File: config.mk
export PLATFORM = sky130hd
export DESIGN_NAME = fib_seq_stream_flat
export DESIGN_NICKNAME = d
export VERILOG_FILES = /design/src/rtl/fib_seq_stream_if.sv /design/src/rtl/fib_seq_stream.sv /design/src/flat_wrapper.sv
export SDC_FILE = /design/constraint.sdc
export NUM_CORES = 1
export LEC_CHECK = 0
export BUFFER_PORTS_ARGS = -buffer_cell sky130_fd_sc_hd__buf_2
export CAP_MARGIN = 10
export CORE_AREA = 2 2 78 50
export CTS_CLUSTER_SIZE = 16
export DETAILED_ROUTE_END_ITERATION = 8
export DIE_AREA = 0 0 80 52
export GPL_ROUTABILITY_DRIVEN = 1
export RECOVER_POWER = 50
export SLEW_MARGIN = 20
export SYNTH_ARGS = -nofsm -noshare
export SYNTH_HDL_FRONTEND = slang
export SYNTH_SLANG_ARGS = --single-unit
File: constraint.sdc
create_clock -name Clk -period 3.55 [get_ports Clk]
set_input_delay 0.355 -clock Clk [delete_from_list [all_inputs] [get_ports Clk]]
set_output_delay 0.355 -clock Clk [all_outputs]
set_load 0.05 [all_outputs]
File: src/rtl/fib_seq_stream_if.sv
// Term stream and run-control bundle between the sequencer, the generator and the consumer.
interface fib_seq_stream_if #(
    parameter int unsigned WIDTH = 4,
    parameter int unsigned CNT_W = 4
);
    logic             START;
    logic [CNT_W-1:0] num_terms;
    logic             mode;
    logic             data_ready;
    logic [WIDTH-1:0] data;
    logic             data_valid;
    logic [CNT_W-1:0] term_idx;
    logic             overflow;
    logic             Busy;
    logic             Done;

    // Generator side: produces terms and run status
    modport master (
        input  START, num_terms, mode, data_ready,
        output data, data_valid, term_idx, overflow, Busy, Done
    );

    // Sequencer/consumer side
    modport slave (
        output START, num_terms, mode, data_ready,
        input  data, data_valid, term_idx, overflow, Busy, Done
    );
endinterface

File: src/rtl/fib_seq_stream.sv
// Fibonacci/Lucas term generator streaming N terms over valid/ready, with overflow tagging.
module fib_seq_stream #(
    parameter int unsigned WIDTH    = 4,
    parameter int unsigned CNT_W    = 4,
    parameter bit          SATURATE = 1'b0
) (
    input  logic              Clk,
    input  logic              Rst,
    fib_seq_stream_if.master  bus
);
    localparam logic [1:0] S_IDLE = 2'd0;
    localparam logic [1:0] S_LOAD = 2'd1;
    localparam logic [1:0] S_RUN  = 2'd2;
    localparam logic [1:0] S_DONE = 2'd3;

    localparam logic [WIDTH-1:0] SEED_FIB0 = '0;
    localparam logic [WIDTH-1:0] SEED_LUC0 = WIDTH'(2);
    localparam logic [WIDTH-1:0] SEED_1    = WIDTH'(1);
    localparam logic [WIDTH-1:0] ALL_ONES  = '1;

    logic [1:0]       state_q, state_d;
    logic [CNT_W-1:0] n_q, n_d;
    logic             mode_q, mode_d;
    logic [WIDTH-1:0] prev_q, prev_d;
    logic [WIDTH-1:0] cur_q, cur_d;
    logic             prev_tag_q, prev_tag_d;
    logic             cur_tag_q, cur_tag_d;
    logic [CNT_W-1:0] idx_q, idx_d;
    logic             ovf_q, ovf_d;
    logic             valid_q, valid_d;
    logic             busy_q, busy_d;
    logic             done_q, done_d;

    logic [WIDTH:0]   sum_c;
    logic             tag_c;
    logic [WIDTH-1:0] next_c;
    logic             xfer_c;

    // Next-state, datapath and registered-output decode
    always_comb begin
        state_d    = state_q;
        n_d        = n_q;
        mode_d     = mode_q;
        prev_d     = prev_q;
        cur_d      = cur_q;
        prev_tag_d = prev_tag_q;
        cur_tag_d  = cur_tag_q;
        idx_d      = idx_q;
        ovf_d      = ovf_q;

        // Sum carries one extra bit so the carry out doubles as the overflow tag source
        sum_c  = {1'b0, prev_q} + {1'b0, cur_q};
        tag_c  = sum_c[WIDTH] | prev_tag_q | cur_tag_q;
        next_c = (tag_c && SATURATE) ? ALL_ONES : sum_c[WIDTH-1:0];
        xfer_c = valid_q && bus.data_ready;

        case (state_q)
            S_IDLE: begin
                if (bus.START) begin
                    state_d = S_LOAD;
                    n_d     = bus.num_terms;
                    mode_d  = bus.mode;
                    ovf_d   = 1'b0;
                    idx_d   = '0;
                end
            end
            S_LOAD: begin
                prev_d     = mode_q ? SEED_LUC0 : SEED_FIB0;
                cur_d      = SEED_1;
                prev_tag_d = 1'b0;
                cur_tag_d  = 1'b0;
                state_d    = (n_q == '0) ? S_DONE : S_RUN;
            end
            S_RUN: begin
                if (xfer_c) begin
                    if (idx_q == CNT_W'(n_q - CNT_W'(1))) begin
                        state_d = S_DONE;
                    end else begin
                        prev_d     = cur_q;
                        cur_d      = next_c;
                        prev_tag_d = cur_tag_q;
                        cur_tag_d  = tag_c;
                        idx_d      = CNT_W'(idx_q + CNT_W'(1));
                    end
                end
            end
            default: begin
                state_d = S_IDLE;
            end
        endcase

        // Overflow latches in the same cycle a tagged term becomes visible on data
        if (state_d == S_RUN && prev_tag_d) begin
            ovf_d = 1'b1;
        end

        valid_d = (state_d == S_RUN);
        busy_d  = (state_d != S_IDLE);
        done_d  = (state_d == S_DONE);
    end

    // State and output registers with synchronous reset
    always_ff @(posedge Clk) begin
        if (Rst) begin
            state_q    <= S_IDLE;
            n_q        <= '0;
            mode_q     <= 1'b0;
            prev_q     <= '0;
            cur_q      <= '0;
            prev_tag_q <= 1'b0;
            cur_tag_q  <= 1'b0;
            idx_q      <= '0;
            ovf_q      <= 1'b0;
            valid_q    <= 1'b0;
            busy_q     <= 1'b0;
            done_q     <= 1'b0;
        end else begin
            state_q    <= state_d;
            n_q        <= n_d;
            mode_q     <= mode_d;
            prev_q     <= prev_d;
            cur_q      <= cur_d;
            prev_tag_q <= prev_tag_d;
            cur_tag_q  <= cur_tag_d;
            idx_q      <= idx_d;
            ovf_q      <= ovf_d;
            valid_q    <= valid_d;
            busy_q     <= busy_d;
            done_q     <= done_d;
        end
    end

    assign bus.data       = prev_q;
    assign bus.data_valid = valid_q;
    assign bus.term_idx   = idx_q;
    assign bus.overflow   = ovf_q;
    assign bus.Busy       = busy_q;
    assign bus.Done       = done_q;

endmodule

File: src/flat_wrapper.sv
// flat-port wrapper written by rule: the top's interface ports become plain ports
module fib_seq_stream_flat 
#(
    parameter int unsigned WIDTH    = 4,
    parameter int unsigned CNT_W    = 4,
    parameter bit          SATURATE = 1'b0
)
  (Clk, Rst, bus_START, bus_num_terms, bus_mode, bus_data_ready, bus_data, bus_data_valid, bus_term_idx, bus_overflow, bus_Busy, bus_Done);
  fib_seq_stream_if #(.WIDTH(WIDTH), .CNT_W(CNT_W)) bus_i ();
  input  logic Clk;
  input  logic Rst;
  input wire logic [$bits(bus_i.START)-1:0] bus_START;
  input wire logic [$bits(bus_i.num_terms)-1:0] bus_num_terms;
  input wire logic [$bits(bus_i.mode)-1:0] bus_mode;
  input wire logic [$bits(bus_i.data_ready)-1:0] bus_data_ready;
  output wire logic [$bits(bus_i.data)-1:0] bus_data;
  output wire logic [$bits(bus_i.data_valid)-1:0] bus_data_valid;
  output wire logic [$bits(bus_i.term_idx)-1:0] bus_term_idx;
  output wire logic [$bits(bus_i.overflow)-1:0] bus_overflow;
  output wire logic [$bits(bus_i.Busy)-1:0] bus_Busy;
  output wire logic [$bits(bus_i.Done)-1:0] bus_Done;
  assign bus_i.START = bus_START;
  assign bus_i.num_terms = bus_num_terms;
  assign bus_i.mode = bus_mode;
  assign bus_i.data_ready = bus_data_ready;
  assign bus_data = bus_i.data;
  assign bus_data_valid = bus_i.data_valid;
  assign bus_term_idx = bus_i.term_idx;
  assign bus_overflow = bus_i.overflow;
  assign bus_Busy = bus_i.Busy;
  assign bus_Done = bus_i.Done;
  fib_seq_stream #(.WIDTH(WIDTH), .CNT_W(CNT_W), .SATURATE(SATURATE)) u_core (.Clk(Clk), .Rst(Rst), .bus(bus_i));
endmodule
# [Word-level counts from Yosys, hierarchy flattened]
# Index checks and enable logic that the tools add are counted.
[word_totals] in_bits=9 regBits=25 wordCells=63
[op_classes] add_sub_neg=3 n_mux=25 n_reduce_logical=13 n_bitwise=2 eq_ne=8
[op_table] op="4-bit 2-to-1 mux" n=7
[op_table] op="4-bit one-hot mux with 2 select lines" n=3
[op_table] op="2-bit nonzero test" n=5
[op_table] op="1-bit 2-to-1 mux" n=8
[op_table] op="2-bit 2-to-1 mux" n=4
[op_table] op="2-bit equality test, second input constant" n=3
[op_table] op="2-bit one-hot mux with 3 select lines" n=1
[op_table] op="4-bit by 4-bit adder with 5-bit output" n=1
[op_table] op="4-bit by 1-bit adder with 4-bit output, second input constant" n=1
[op_table] op="4-bit equality test" n=1
[op_table] op="4-bit logical NOT" n=1
[op_table] op="2-bit != test, second input constant" n=2
[op_table] op="1-bit one-hot mux with 2 select lines" n=2
[op_table] op="2-bit AND reduction" n=2
[op_table] op="4-bit AND reduction" n=1
[op_table] op="4-bit by 1-bit subtractor with 4-bit output, second input constant" n=1
[op_table] op="3-bit AND reduction" n=1
[op_table] op="2-bit by 1-bit equality test with 1-bit output, second input constant" n=1
[op_table] op="1-bit logical AND" n=2
[op_table] op="2-bit logical NOT" n=1
[op_table] op="2-bit by 1-bit != test with 1-bit output, second input constant" n=1
[op_table] op="1-bit bitwise OR" n=2

# [Longest topological paths before layout]
[depth] depth_word=9 depth_mapped=9 ltp_nobuf=7

# [Least setup slack after synthesis]
# Ideal clock, no wire load.
[synth_path] path_type="reg-to-reg" from="reg u_core.idx_q[2] (netlist: u_core.bus.term_idx[2])" to="reg u_core.idx_q[3] (netlist: u_core.bus.term_idx[3])" arrival_ps=2087 setup_time_ps=72 period_less_slack_ps=2158 required_time_ps=3478 path_slack_ps=1392 path_stages_with_launch=7 path_cell_list="dfxtp_1 > xnor3_1 > and3_1 > buf_6 > a21o_2 > a211oi_1 > mux2i_1"
[synth_between] elab_chain_len=4 word_cells_on_any_way=7 cone_classes="add/sub: 1; eq/ne: 2; mux: 3; reduce/logical: 1"
[synth_lines] element="from (decl)" line="fib_seq_stream.sv:28" rtl="logic [CNT_W-1:0] idx_q, idx_d;"
[synth_lines] element="from (signal assigned)" line="fib_seq_stream.sv:125" rtl="idx_q <= idx_d;"
[synth_lines] element="4-bit by 1-bit adder with 4-bit output" line="fib_seq_stream.sv:83" rtl="idx_d = CNT_W'(idx_q + CNT_W'(1));"
[synth_lines] element="4-bit 2-to-1 mux" line="fib_seq_stream.sv:76" rtl="if (idx_q == CNT_W'(n_q - CNT_W'(1))) begin"
[synth_lines] element="4-bit 2-to-1 mux" line="fib_seq_stream.sv:75" rtl="if (xfer_c) begin"
[synth_lines] element="4-bit one-hot mux with 2 select lines" line="fib_seq_stream.sv:57" rtl="case (state_q)"
# Several ways; a longest one is shown, not always the timed one. The select of a mux whose other input is x is not followed.
# A chain may end at the register's enable or synchronous reset.

# [Final worst setup path]
[layout_path] from="reg u_core.n_q[0]" to="reg u_core.prev_q[0] (netlist: u_core.bus.data[0])"
[layout_between] elab_chain_len=4
[layout_lines] element="from (decl)" line="fib_seq_stream.sv:22" rtl="logic [CNT_W-1:0] n_q, n_d;"
[layout_lines] element="from (signal assigned)" line="fib_seq_stream.sv:119" rtl="n_q <= n_d;"
[layout_lines] element="4-bit by 1-bit subtractor with 4-bit output" line="fib_seq_stream.sv:76"
[layout_lines] element="4-bit equality test" line="fib_seq_stream.sv:76"
[layout_lines] element="2-bit != test (no source line)"
[layout_lines] element="3-bit AND reduction (no source line)"
[layout_lines] element="to (signal assigned)" line="fib_seq_stream.sv:121" rtl="prev_q <= prev_d;"
[layout_lines] element="to (decl)" line="fib_seq_stream.sv:24" rtl="logic [WIDTH-1:0] prev_q, prev_d;"
# Every way passes these cells.

==> metrics <==
status=finished, final reports clean; Slew HR=0.5232; I/O pins=21; hold slack=0.3154 ns; vias in the first global route=1,036; Synth Cell Area=0.001331 mm²; Setup crit end kind=flop; placed insts=209; H-tree Lvls=1; Yosys top cell by area=dfxtp_1; worst r2r src=u_core.n_q[0]$_SDFFE_PP0P_; synth cell count leaders=25 x dfxtp_1, 18 x nand2_1, 12 x a21oi_1; hpwl dp=2146 µm; dpl cell area=0.001459 mm²; global route overflow=0; chip height=52 µm; CP Max Fanout=7; dominant cells by area after synthesis=dfxtp_1 38%, ha_1 10%, nand2_1 5.1%, a21oi_1 4.5%, a22oi_1 3.4%; Yosys warnings=0; FF-to-FF setup slack=1.49 ns; Initial DRT Pass Iterations=5; worst-margin pin slew=0.7101 ns; DRT iter0 DRCs=97; largest net degree at the start of global routing=25; Most used DFF post-synth=dfxtp_1; syn nets=169; initial antenna violation count=0; via count=1,116; synth-to-layout area growth=11.84%; HP Class=in2reg; R2R depth=7; clock sinks=25; post-CTS resize count=0; start point of the critical path=u_core.n_q[0]$_SDFFE_PP0P_; final worst path period share=0.5801; Worst EP required=3.76 ns; final WL=2867 µm; drc violations=0; Worst path slowest cell=a2111oi_4; most frequent cell after synthesis=dfxtp_1; initial core utilization=0.3816; Post-CTS Setup Bufs=0; Rows=17; syn_area_per_cell=8.995 µm²; reg-to-reg critical path endpoint=u_core.bus.data[0]$_SDFFE_PP0P_; layout cells sized above 1=0.1024; clock tree buffer depth=2; Post-Synthesis Cells=148; port buffer count=20; Max VDD drop=0.0003128 V; static leakage=0.6335 nW; CP Class=reg2reg; CTS buffer count=3; worst skew pair latency=0.28 ns; global-route wire length before repair=4774 µm; fin area=0.001489 mm²; clock-pin slew of the registers on the worst-case setup and hold paths=0.08 ns; # hold bufs at CTS=0; ant diodes=0; Routed WL per cell=13.46 µm; number of synthesized flops with an enable pin=0; cell area power density=685.3 mW/mm²; Synth cell types=38; final hold violation count=0; drt via density=5.239; CTS tree=yes; Power Total=1.020 mW; Max Clock Freq=0.4856 GHz; gp weighted congestion=0.8439; Root Buffer Master=clkbuf_8; die width=80 µm; Die Area=0.004160 mm²; Setup Viol. Count Final=0; final worst path period need=2.059 ns; post-synthesis sequential area ratio=0.3759; GRT Util Overall=0.1538; Setup TNS=0 ns; FF+latch count, synth=25; Place WS=1.491 ns; final setup margin=1.491 ns; Worst EP arrival=2.27 ns; core area=0.003488 mm²; critical path endpoint=u_core.bus.data[0]$_SDFFE_PP0P_; final non-filler cell total=213; number of max-cap violations=0; ys async rst share=0; sequence of cells on the critical path=inv_1 -> ha_1 -> xor2_1 -> and3_1 -> a2111oi_4 -> a22oi_1 -> nor2_1; Setup Skew=0.008825 ns; RSZ-0062 raised after global routing=false; slowest stage delay, CP=0.58 ns; final core occ=0.4268; Setup crit start kind=flop; area share of the largest cell type after synthesis=0.3759; Slew Limit Fails=0; post-route ant nets=0; fin nets=188
[logic make-up after synthesis]
kind of cell | synth area share
AND/OR/NAND/NOR | 0.1466
AO/OA/AOI/OAI | 0.2275
flip-flops | 0.3759
buffers and inverters | 0.05169
adder cells (fa/ha/maj) | 0.1184
XOR/XNOR | 0.05639
multiplexers | 0.02350
[flip-flops by register name, indices dropped and copies added (netlist names), 2 cells and up]
| name | flops |
|---|---|
| u_core.bus.data | 4 |
| u_core.bus.term_idx | 4 |
| u_core.cur_q | 4 |
| u_core.n_q | 4 |
| u_core.state_q | 2 |
[cells in the final DEF, fill, tap and decap left out, types with 6 or more instances in the layout]
master	instances
nand3_1	6
ha_1	11
dfxtp_1	25
buf_2	8
nor2_1	10
a21oi_1	12
a22oi_1	6
inv_1	10
clkbuf_1	13
nand2_1	18
[where the power goes]
part           leakage (nW)  internal [mW]  switching, mW
combinational         0.407          0.148          0.338
clock                0.0228         0.0805         0.0923
sequential            0.203          0.326         0.0348
total                 0.634          0.555          0.466
[per-layer routing]
metal / part of all wire / vias to the layer above / global-route usage / routed length (µm)
li1: - / 564 / - / -
met1: 0.51 / 518 / 0.2215 / 1451
met2: 0.41 / 32 / 0.2222 / 1186
met3: 0.078 / 2 / 0.04514 / 224
met4: 0.0017 / 0 / 0.04237 / 5
met5: 0 / - / 0 / 0
[critical path: cells and delay by family (launching register included)]
kind	cells	cell delay [ns]
AOI/OAI and AO/OA	2	0.73
buffers and inverters	1	0.08
xor gates and xnor gates	1	0.15
and+or+nand+nor	2	0.36
adders and majority gates	1	0.31
DFF	1	0.39
[how the worst min path moves through the flow]
| stage | from | end | slack, ns | depth (start not counted) |
|---|---|---|---|---|
| detailed placement | u_core.prev_tag_q$_SDFF_PP0_ | u_core.prev_tag_q$_SDFF_PP0_ | 0.47 | 2 |
| finish | bus_num_terms[2] | u_core.n_q[2]$_SDFFE_PP0P_ | 0.32 | 3 |
| CTS | bus_num_terms[2] | u_core.n_q[2]$_SDFFE_PP0P_ | 0.31 | 3 |
| global placement | u_core.bus.overflow$_SDFFE_PP0P_ | u_core.bus.overflow$_SDFFE_PP0P_ | 0.46 | 2 |
| global route | bus_mode | u_core.mode_q$_SDFFE_PP0P_ | 0.33 | 3 |
| floorplan | u_core.mode_q$_SDFFE_PP0P_ | u_core.mode_q$_SDFFE_PP0P_ | 0.43 | 2 |
[area by class of cell]
cell class / instances / area [µm²]
Multi-Input combinational cell: 107 / 762.0
Clock buffer: 4 / 45.04
Fill cell: 361 / 1999
Tap cell: 47 / 58.81
Inverter: 10 / 37.54
Timing Repair Buffer: 20 / 85.08
Sequential cell: 25 / 500.5
Note: power is estimated with default switching activity, not from simulation.
